### src/rtl/alu_accumulator.sv
// alu_accumulator: registered W-bit ALU whose B operand is the low half of its own 2W-bit result.
// Define ALU_MULT_EN to build in the multi-cycle shift-add multiply (Function=010) and its Busy handshake.
module alu_accumulator #(
    parameter int W = 4
) (
    input  logic             Clock,
    input  logic             Reset_b,
    input  logic [W-1:0]     Data,
    input  logic [2:0]       Function,
    input  logic             Start,
    output logic             Busy,
    output logic             Done,
    output logic [2*W-1:0]   ALUout
);
    localparam int PW = 2 * W;
    logic [W-1:0]  a, b;
    logic [W:0]    usum, ssum;
    logic [PW-1:0] op_result, mul_result;
    logic          launch, is_mul, mul_done, single;
    assign a      = Data;
    assign b      = ALUout[W-1:0];
    assign usum   = {1'b0, a} + {1'b0, b};
    assign ssum   = {a[W-1], a} + {b[W-1], b};
    assign launch = Start && !Busy;
    assign single = launch && !is_mul;
    // 010 falls into the hold default: it only reaches here as a hold when the multiplier is absent
    always_comb begin
        op_result = ALUout;
        case (Function)
            3'b000:  op_result = {{(W-1){1'b0}}, usum};
            3'b001:  op_result = {{(W-1){ssum[W]}}, ssum};
            3'b011:  op_result = {{(PW-1){1'b0}}, |{a, b}};
            3'b100:  op_result = {{(PW-1){1'b0}}, |(a & b)};
            3'b101:  op_result = {a, b};
            3'b110:  op_result = {{W{1'b0}}, b} << a;
            default: op_result = ALUout;
        endcase
    end
`ifdef ALU_MULT_EN
    localparam int CW = $clog2(W);
    localparam logic [0:0] IDLE = 1'b0;
    localparam logic [0:0] MULT = 1'b1;
    logic [0:0]    state;
    logic [PW-1:0] mcand, pp, pp_next;
    logic [W-1:0]  mplier;
    logic [CW-1:0] cnt;
    assign is_mul     = Function == 3'b010;
    assign Busy       = state == MULT;
    assign pp_next    = pp + (mplier[0] ? mcand : '0);
    assign mul_done   = (state == MULT) && (cnt == CW'(W - 1));
    assign mul_result = pp_next;
    always_ff @(posedge Clock or negedge Reset_b) begin
        if (!Reset_b) begin
            state  <= IDLE;
            mcand  <= '0;
            mplier <= '0;
            pp     <= '0;
            cnt    <= '0;
        end else if (state == IDLE) begin
            if (launch && is_mul) begin
                state  <= MULT;
                mcand  <= {{W{1'b0}}, a};
                mplier <= b;
                pp     <= '0;
                cnt    <= '0;
            end
        end else begin
            pp     <= pp_next;
            mcand  <= mcand << 1;
            mplier <= mplier >> 1;
            cnt    <= cnt + 1'b1;
            if (mul_done)
                state <= IDLE;
        end
    end
`else
    assign is_mul     = 1'b0;
    assign Busy       = 1'b0;
    assign mul_done   = 1'b0;
    assign mul_result = '0;
`endif
    always_ff @(posedge Clock or negedge Reset_b) begin
        if (!Reset_b) begin
            ALUout <= '0;
            Done   <= 1'b0;
        end else begin
            Done <= single || mul_done;
            if (mul_done)
                ALUout <= mul_result;
            else if (single)
                ALUout <= op_result;
        end
    end
endmodule

### config.mk
export PLATFORM = sky130hd
export DESIGN_NAME = alu_accumulator
export DESIGN_NICKNAME = d
export VERILOG_FILES = /design/src/rtl/alu_accumulator.sv
export SDC_FILE = /design/constraint.sdc
export NUM_CORES = 1
export LEC_CHECK = 0
export CAP_MARGIN = 10
export CORE_UTILIZATION = 45
export DETAILED_ROUTE_END_ITERATION = 16
export PLACE_DENSITY_LB_ADDON = 0.3
export SKIP_CTS_REPAIR_TIMING = 1
export SLEW_MARGIN = 15
export SYNTH_ARGS = -nofsm -noshare
export SYNTH_HDL_FRONTEND = slang
export SYNTH_SLANG_ARGS = --single-unit
### constraint.sdc
create_clock -name Clock -period 2.3 [get_ports Clock]
set_clock_uncertainty 0.2 [all_clocks]
set_input_delay 0.46 -clock Clock [delete_from_list [all_inputs] [get_ports Clock]]
set_output_delay 0.46 -clock Clock [all_outputs]
set_load 0.02 [all_outputs]
==> flow_metrics.env, run 1 <==
export IMPL_use_met3_pct=6.67
export IMPL_dp_hpwl_mm=1.92
export IMPL_synth_cell_types=46
export IMPL_async_flop_share_pct=100
export IMPL_place_area_um2=1220
export IMPL_cts_buffers=3
export IMPL_tns_ps=0
export IMPL_route_vias_total=951
export IMPL_dieArea_um2=2160
export IMPL_wl_per_cell_um=15.0
export IMPL_post_route_period_util_pct=97.8
export IMPL_yosys_area_share_simple_pct=27.6
export IMPL_final_antenna_net_count=0
export IMPL_grt_pass1_vias=898
export IMPL_wirelength_mm=2.54
export IMPL_synth_compound_area_share_pct=23.5
export IMPL_clock_path_buffers=2
export IMPL_die_w_um=46.4
export IMPL_critPathRequiredTime_ps=2280
export IMPL_syn_area_um2=888
export IMPL_finalNonFillerCells=169
export IMPL_grt_pass1_wl_mm=3.87
export IMPL_p_leak_nw=0.544
export IMPL_peakVddDrop_v=0.000456
export IMPL_setup_ws_ps=50.3
export IMPL_status="finished clean"
export IMPL_cp_end_kind="flop"
export IMPL_final_cell_mix="buf_4 (21), clkdlybuf4s50_1 (17), nor2_1 (12), a21oi_1 (12), dfrtp_1 (9)"
export IMPL_drc_errors=0
export IMPL_power_uw=780
export IMPL_routabilityCongestion=0.965
export IMPL_hold_path_class="in -> async"
export IMPL_synth_xor_xnor_area_share_pct=1.97
export IMPL_drt_initial_drc_count=20
export IMPL_drive_above_1_share_pct=27.1
export IMPL_grt_util_met1_pct=29.4
export IMPL_dr_pass1_iters=4
export IMPL_final_area_um2=1280
export IMPL_synth_edf_count=0
export IMPL_clk_transition_reported_paths_ps=60
export IMPL_synth_ff_latch_count=9
export IMPL_synthAdderAreaFrac_pct=9.30
export IMPL_track_usage_pct=26.0
export IMPL_numClockSinks=9
export IMPL_io_pins=20
export IMPL_met2_usage_pct=45.6
export IMPL_avgSynthCellArea_um2=8.30
export IMPL_worstSkewPairLatency_ps=270
export IMPL_cp_arrival_ps=2230
export IMPL_grt_max_degree=12
export IMPL_layout_commonest_cell="buf_4"
export IMPL_hold_viol_final=0
export IMPL_cts_max_level=1
export IMPL_num_rows=15
export IMPL_drv_cap=0
export IMPL_clock_fmax_mhz=445
export IMPL_fp_coreArea_um2=1780
export IMPL_fp_dieH_um=46.4
export IMPL_diodes=0
export IMPL_critical_path_class="in -> reg"
export IMPL_seq_area_frac_synth_pct=25.4
export IMPL_area_growth_syn_to_layout_pct=44.1
export IMPL_initial_utilization_pct=49.8
export IMPL_dp_cells=165
export IMPL_clockRootBuffer="clkbuf_4"
export IMPL_period_needed_ps=2250
export IMPL_yosysWarnings=0
export IMPL_tritoncts="built"
export IMPL_synth_mux_area_fraction_pct=5.35
export IMPL_critical_path_max_fanout=4
export IMPL_antenna_found_initial=0
export IMPL_grt_overflow=0
export IMPL_power_density_nw_per_um2=609
export IMPL_busiest_layer="met2"
export IMPL_vias_per_cell=5.63
export IMPL_setup_viol=0
export IMPL_fin_hold_ws_ps=295
export IMPL_dpl_worst_slack_ps=-279
export IMPL_nNetsFinal=161
export IMPL_port_buffers=18
export IMPL_synthCells=107
export IMPL_final_util_pct=71.8
export IMPL_maxSlewViolCount=0
export IMPL_synth_top_family_by_area="simple AND/OR/NAND/NOR gates"
export IMPL_syn_nets=123
export IMPL_ys_flop_type="dfrtp_1"
export IMPL_critical_path_startpoint_type="input port"
[cell families (layout without fill, tap and decap cells)]
logic type,count (synthesis),in the layout
AND/OR/NAND/NOR,42,42
AO/OA/AOI/OAI,32,32
buffers and inverters,11,48
flip-flops,9,9
adder cells (fa/ha/maj),6,6
multiplexers,4,4
XOR/XNOR,2,2
other,1,1
[worst paths after layout]
path / from / to / slack, ps / cells after the start
max: Data[2] / ALUout[4] / 50 / 7
min: Reset_b / ALUout[1] / 300 / 1
max reg2reg: ALUout[2] / ALUout[4] / 310 / 6
min reg2reg: ALUout[5] / ALUout[5] / 300 / 2
max in group asynchronous: Reset_b / ALUout[5] / 1290 / 1
min in group Clock: ALUout[5] / ALUout[5] / 300 / 2
[final cells by class]
class | count | area (µm²)
multi-input combinational | 87 | 638
fill | 148 | 503
timing repair buffer | 39 | 340
sequential | 9 | 225
tap | 25 | 31.3
clock buffer | 4 | 26.3
inverter | 5 | 18.8
[power by group]
part / internal, mW / switching (mW) / leakage [nW] / total [mW]
registers: 0.186 / 0.0301 / 0.111 / 0.216
clock network: 0.0670 / 0.0581 / 0.0150 / 0.125
logic: 0.217 / 0.222 / 0.419 / 0.439
total: 0.470 / 0.310 / 0.544 / 0.780
[flip-flops by register name, indices dropped and copies added, names as in the netlist]
signal,count
Done,1
ALUout,8
[Yosys cell counts (2+ instances only)]
cell type  number  share of area, %
nor3_1          2               1.1
dfrtp_1         9                25
o21ai_1         5               2.8
a21oi_1        12               6.8
nand2_1         8               3.4
buf_2           4               2.3
nor2_1         12               5.1
ha_1            5               7.0
inv_1           4               1.7
a221oi_1        2               2.0
o21a_1          2               1.7
nand2b_1        2               1.4
o21ai_0         2               1.1
nor4_1          3               2.1
nor2b_1         3               2.1
nand3_1         2               1.1
[layer usage]
| layer | share of wire [%] | vias up |
|---|---|---|
| met5 | 0 | - |
| met4 | 3.0 | 0 |
| met3 | 5.1 | 10 |
| met2 | 48 | 30 |
| met1 | 44 | 448 |
| li1 | - | 463 |
[critical path, cell delays in order]
cell             delay [ps]
clkdlybuf4s50_1         460
ha_1                    340
nor2b_2                 170
or3_4                   370
a21oi_4                 200
nor2_1                   80
a32oi_1                 160
Note: power is estimated with default switching activity, not from simulation.
==> run 2: changes to the inputs <==
--- a/config.mk
+++ b/config.mk
@@ -6,6 +6,7 @@
 export NUM_CORES = 1
 export LEC_CHECK = 0
 export CAP_MARGIN = 10
+export CORE_MARGIN = 4
 export CORE_UTILIZATION = 45
 export DETAILED_ROUTE_END_ITERATION = 16
 export PLACE_DENSITY_LB_ADDON = 0.3
==> run 2 against run 1 <==
Against the previous run:
- via count up 7.3%
- worst setup slack lost 11 ps
- global-route usage decreased by 3.6 points
- flip-flop and latch count unchanged
- non-clock buffer count rose by 4
- highest routed layer unchanged
- design area grew 2.5%
- die area rose by 28%
- sequential share of layout area decreased by 0.44 points
- core utilization increased by 1.1 points
- total power up 2.0%
- routed wire length rose by 15%
- critical path type unchanged
- largest power group unchanged
- critical endpoint is now ALUout[7]
==> flow_metrics.env, run 2 (synthesis gave the netlist of run 1 again) <==
export IMPL_grt_util_met1_pct=28.2
export IMPL_internal_power_uw=474
export IMPL_diodes=0
export IMPL_nNetsFinal=165
export IMPL_die_w_um=52.4
export IMPL_critical_path_class="in -> reg"
export IMPL_route_vias_total=1020
export IMPL_multi_input_area_um2=638
export IMPL_routabilityCongestion=0.904
export IMPL_final_area_um2=1310
export IMPL_timing_rr_end="ALUout[7]"
export IMPL_critPathRequiredTime_ps=2230
export IMPL_setup_viol=0
export IMPL_r2r_cells=9
export IMPL_clock_path_buffers=2
export IMPL_peakVddDrop_v=0.000504
export IMPL_status="finished clean"
export IMPL_reg_top3="ALUout x8, Done x1"
export IMPL_critical_path_startpoint_type="input port"
export IMPL_power_uw=795
export IMPL_drv_cap=0
export IMPL_cts_max_level=1
export IMPL_dieArea_um2=2750
export IMPL_track_usage_pct=22.3
export IMPL_port_buffers=18
export IMPL_grt_pass1_vias=992
export IMPL_clk_transition_reported_paths_ps=60
export IMPL_cp_end_kind="flop"
export IMPL_dp_cells=168
export IMPL_numClockSinks=9
export IMPL_num_rows=15
export IMPL_area_growth_syn_to_layout_pct=47.7
export IMPL_cts_buffers=3
export IMPL_vias_per_cell=5.90
export IMPL_use_met3_pct=2.85
export IMPL_dp_hpwl_mm=2.23
export IMPL_dpl_worst_slack_ps=-368
export IMPL_p_sw_uw=321
export IMPL_layout_commonest_cell="buf_4"
export IMPL_drc_errors=0
export IMPL_tns_ps=0
export IMPL_setup_ws_ps=39.3
export IMPL_post_route_period_util_pct=98.3
export IMPL_grt_max_degree=12
export IMPL_fp_coreArea_um2=1800
export IMPL_p_sw_share_pct=40.3
export IMPL_p_clk_share_pct=15.3
export IMPL_final_cell_mix="buf_4 (25), clkdlybuf4s50_1 (16), nor2_1 (12), a21oi_1 (12), dfrtp_1 (9)"
export IMPL_power_density_nw_per_um2=606
export IMPL_hold_path_class="in -> async"
export IMPL_final_util_pct=72.8
export IMPL_period_needed_ps=2260
export IMPL_hold_viol_final=0
export IMPL_clockRootBuffer="clkbuf_4"
export IMPL_crit_path_start="Data[1]"
export IMPL_cp_arrival_ps=2200
export IMPL_maxSlewViolCount=0
export IMPL_critical_path_max_fanout=4
export IMPL_antenna_found_initial=0
export IMPL_r2r_start="ALUout[0]"
export IMPL_pwr_share_comb_pct=57.3
export IMPL_r2r_slack_ps=110
export IMPL_fp_dieH_um=52.4
export IMPL_register_area_um2=225
export IMPL_met2_usage_pct=39.0
export IMPL_tritoncts="built"
export IMPL_worstSetupEndpoint="ALUout[7]"
export IMPL_place_area_um2=1240
export IMPL_top_register="ALUout"
export IMPL_dr_pass1_iters=4
export IMPL_clock_fmax_mhz=442
export IMPL_wirelength_mm=2.91
export IMPL_worstSkewPairLatency_ps=250
export IMPL_drive_above_1_share_pct=29.1
export IMPL_p_leak_nw=0.574
export IMPL_busiest_layer="met2"
export IMPL_io_pins=20
export IMPL_power_frac_seq_pct=27.3
export IMPL_finalNonFillerCells=173
export IMPL_grt_pass1_wl_mm=4.49
export IMPL_fin_hold_ws_ps=296
export IMPL_final_antenna_net_count=0
export IMPL_rsz0062_at_grt="false"
export IMPL_largest_reg_flops=8
export IMPL_nFillCells=154
export IMPL_wl_per_cell_um=16.8
export IMPL_grt_overflow=0
export IMPL_initial_utilization_pct=49.3
export IMPL_drt_initial_drc_count=48
-- run 2: changes by cell type in the layout (fill, tap and decap cells not counted), sizes merged --
cell	change
dlymetal6s2s	+1
clkdlybuf4s50	-1
buf	+4
-- run 2: how the worst min path moves through the flow --
stage / start / end / slack, ps / cells after the start
after floorplan: Reset_b / ALUout[0] / -40 / 0
after global placement: ALUout[5] / ALUout[5] / 280 / 2
after detailed placement: ALUout[5] / ALUout[5] / 290 / 2
after CTS: Reset_b / ALUout[4] / 300 / 1
after global routing: Reset_b / ALUout[4] / 300 / 1
final: Reset_b / ALUout[4] / 300 / 1
-- run 2: power by group through the flow --
stage | logic [mW] | registers, mW | clock network (mW)
2_1_floorplan | 0.197 | 0.251 | 0
3_3_place_gp | 0.407 | 0.217 | 0
3_5_place_dp | 0.424 | 0.218 | 0
4_1_cts | 0.427 | 0.216 | 0.127
5_1_grt | 0.491 | 0.221 | 0.134
6_report | 0.456 | 0.217 | 0.122
-- run 2: cell type report --
| class | count | area share [%] |
|---|---|---|
| Clock buffer | 4 | 2.00 |
| Inverter | 5 | 1.43 |
| Timing Repair Buffer | 43 | 28.4 |
| Multi-Input combinational cell | 87 | 48.6 |
| Sequential cell | 9 | 17.2 |
| Tap cell | 25 | 2.38 |
-- run 2: per-layer routing --
layer  up-vias  wire length (µm)
met2        57              1430
li1        474                 -
met3        10               224
met4         0                66
met1       479              1190
met5         -                 0
-- run 2: critical path, cell delays in order --
cell	delay, ps
clkdlybuf4s50_1	490
inv_2	50
fa_2	340
nor2b_2	170
or3_4	160
a21oi_4	70
buf_4	150
a221oi_2	200
o21ai_1	100
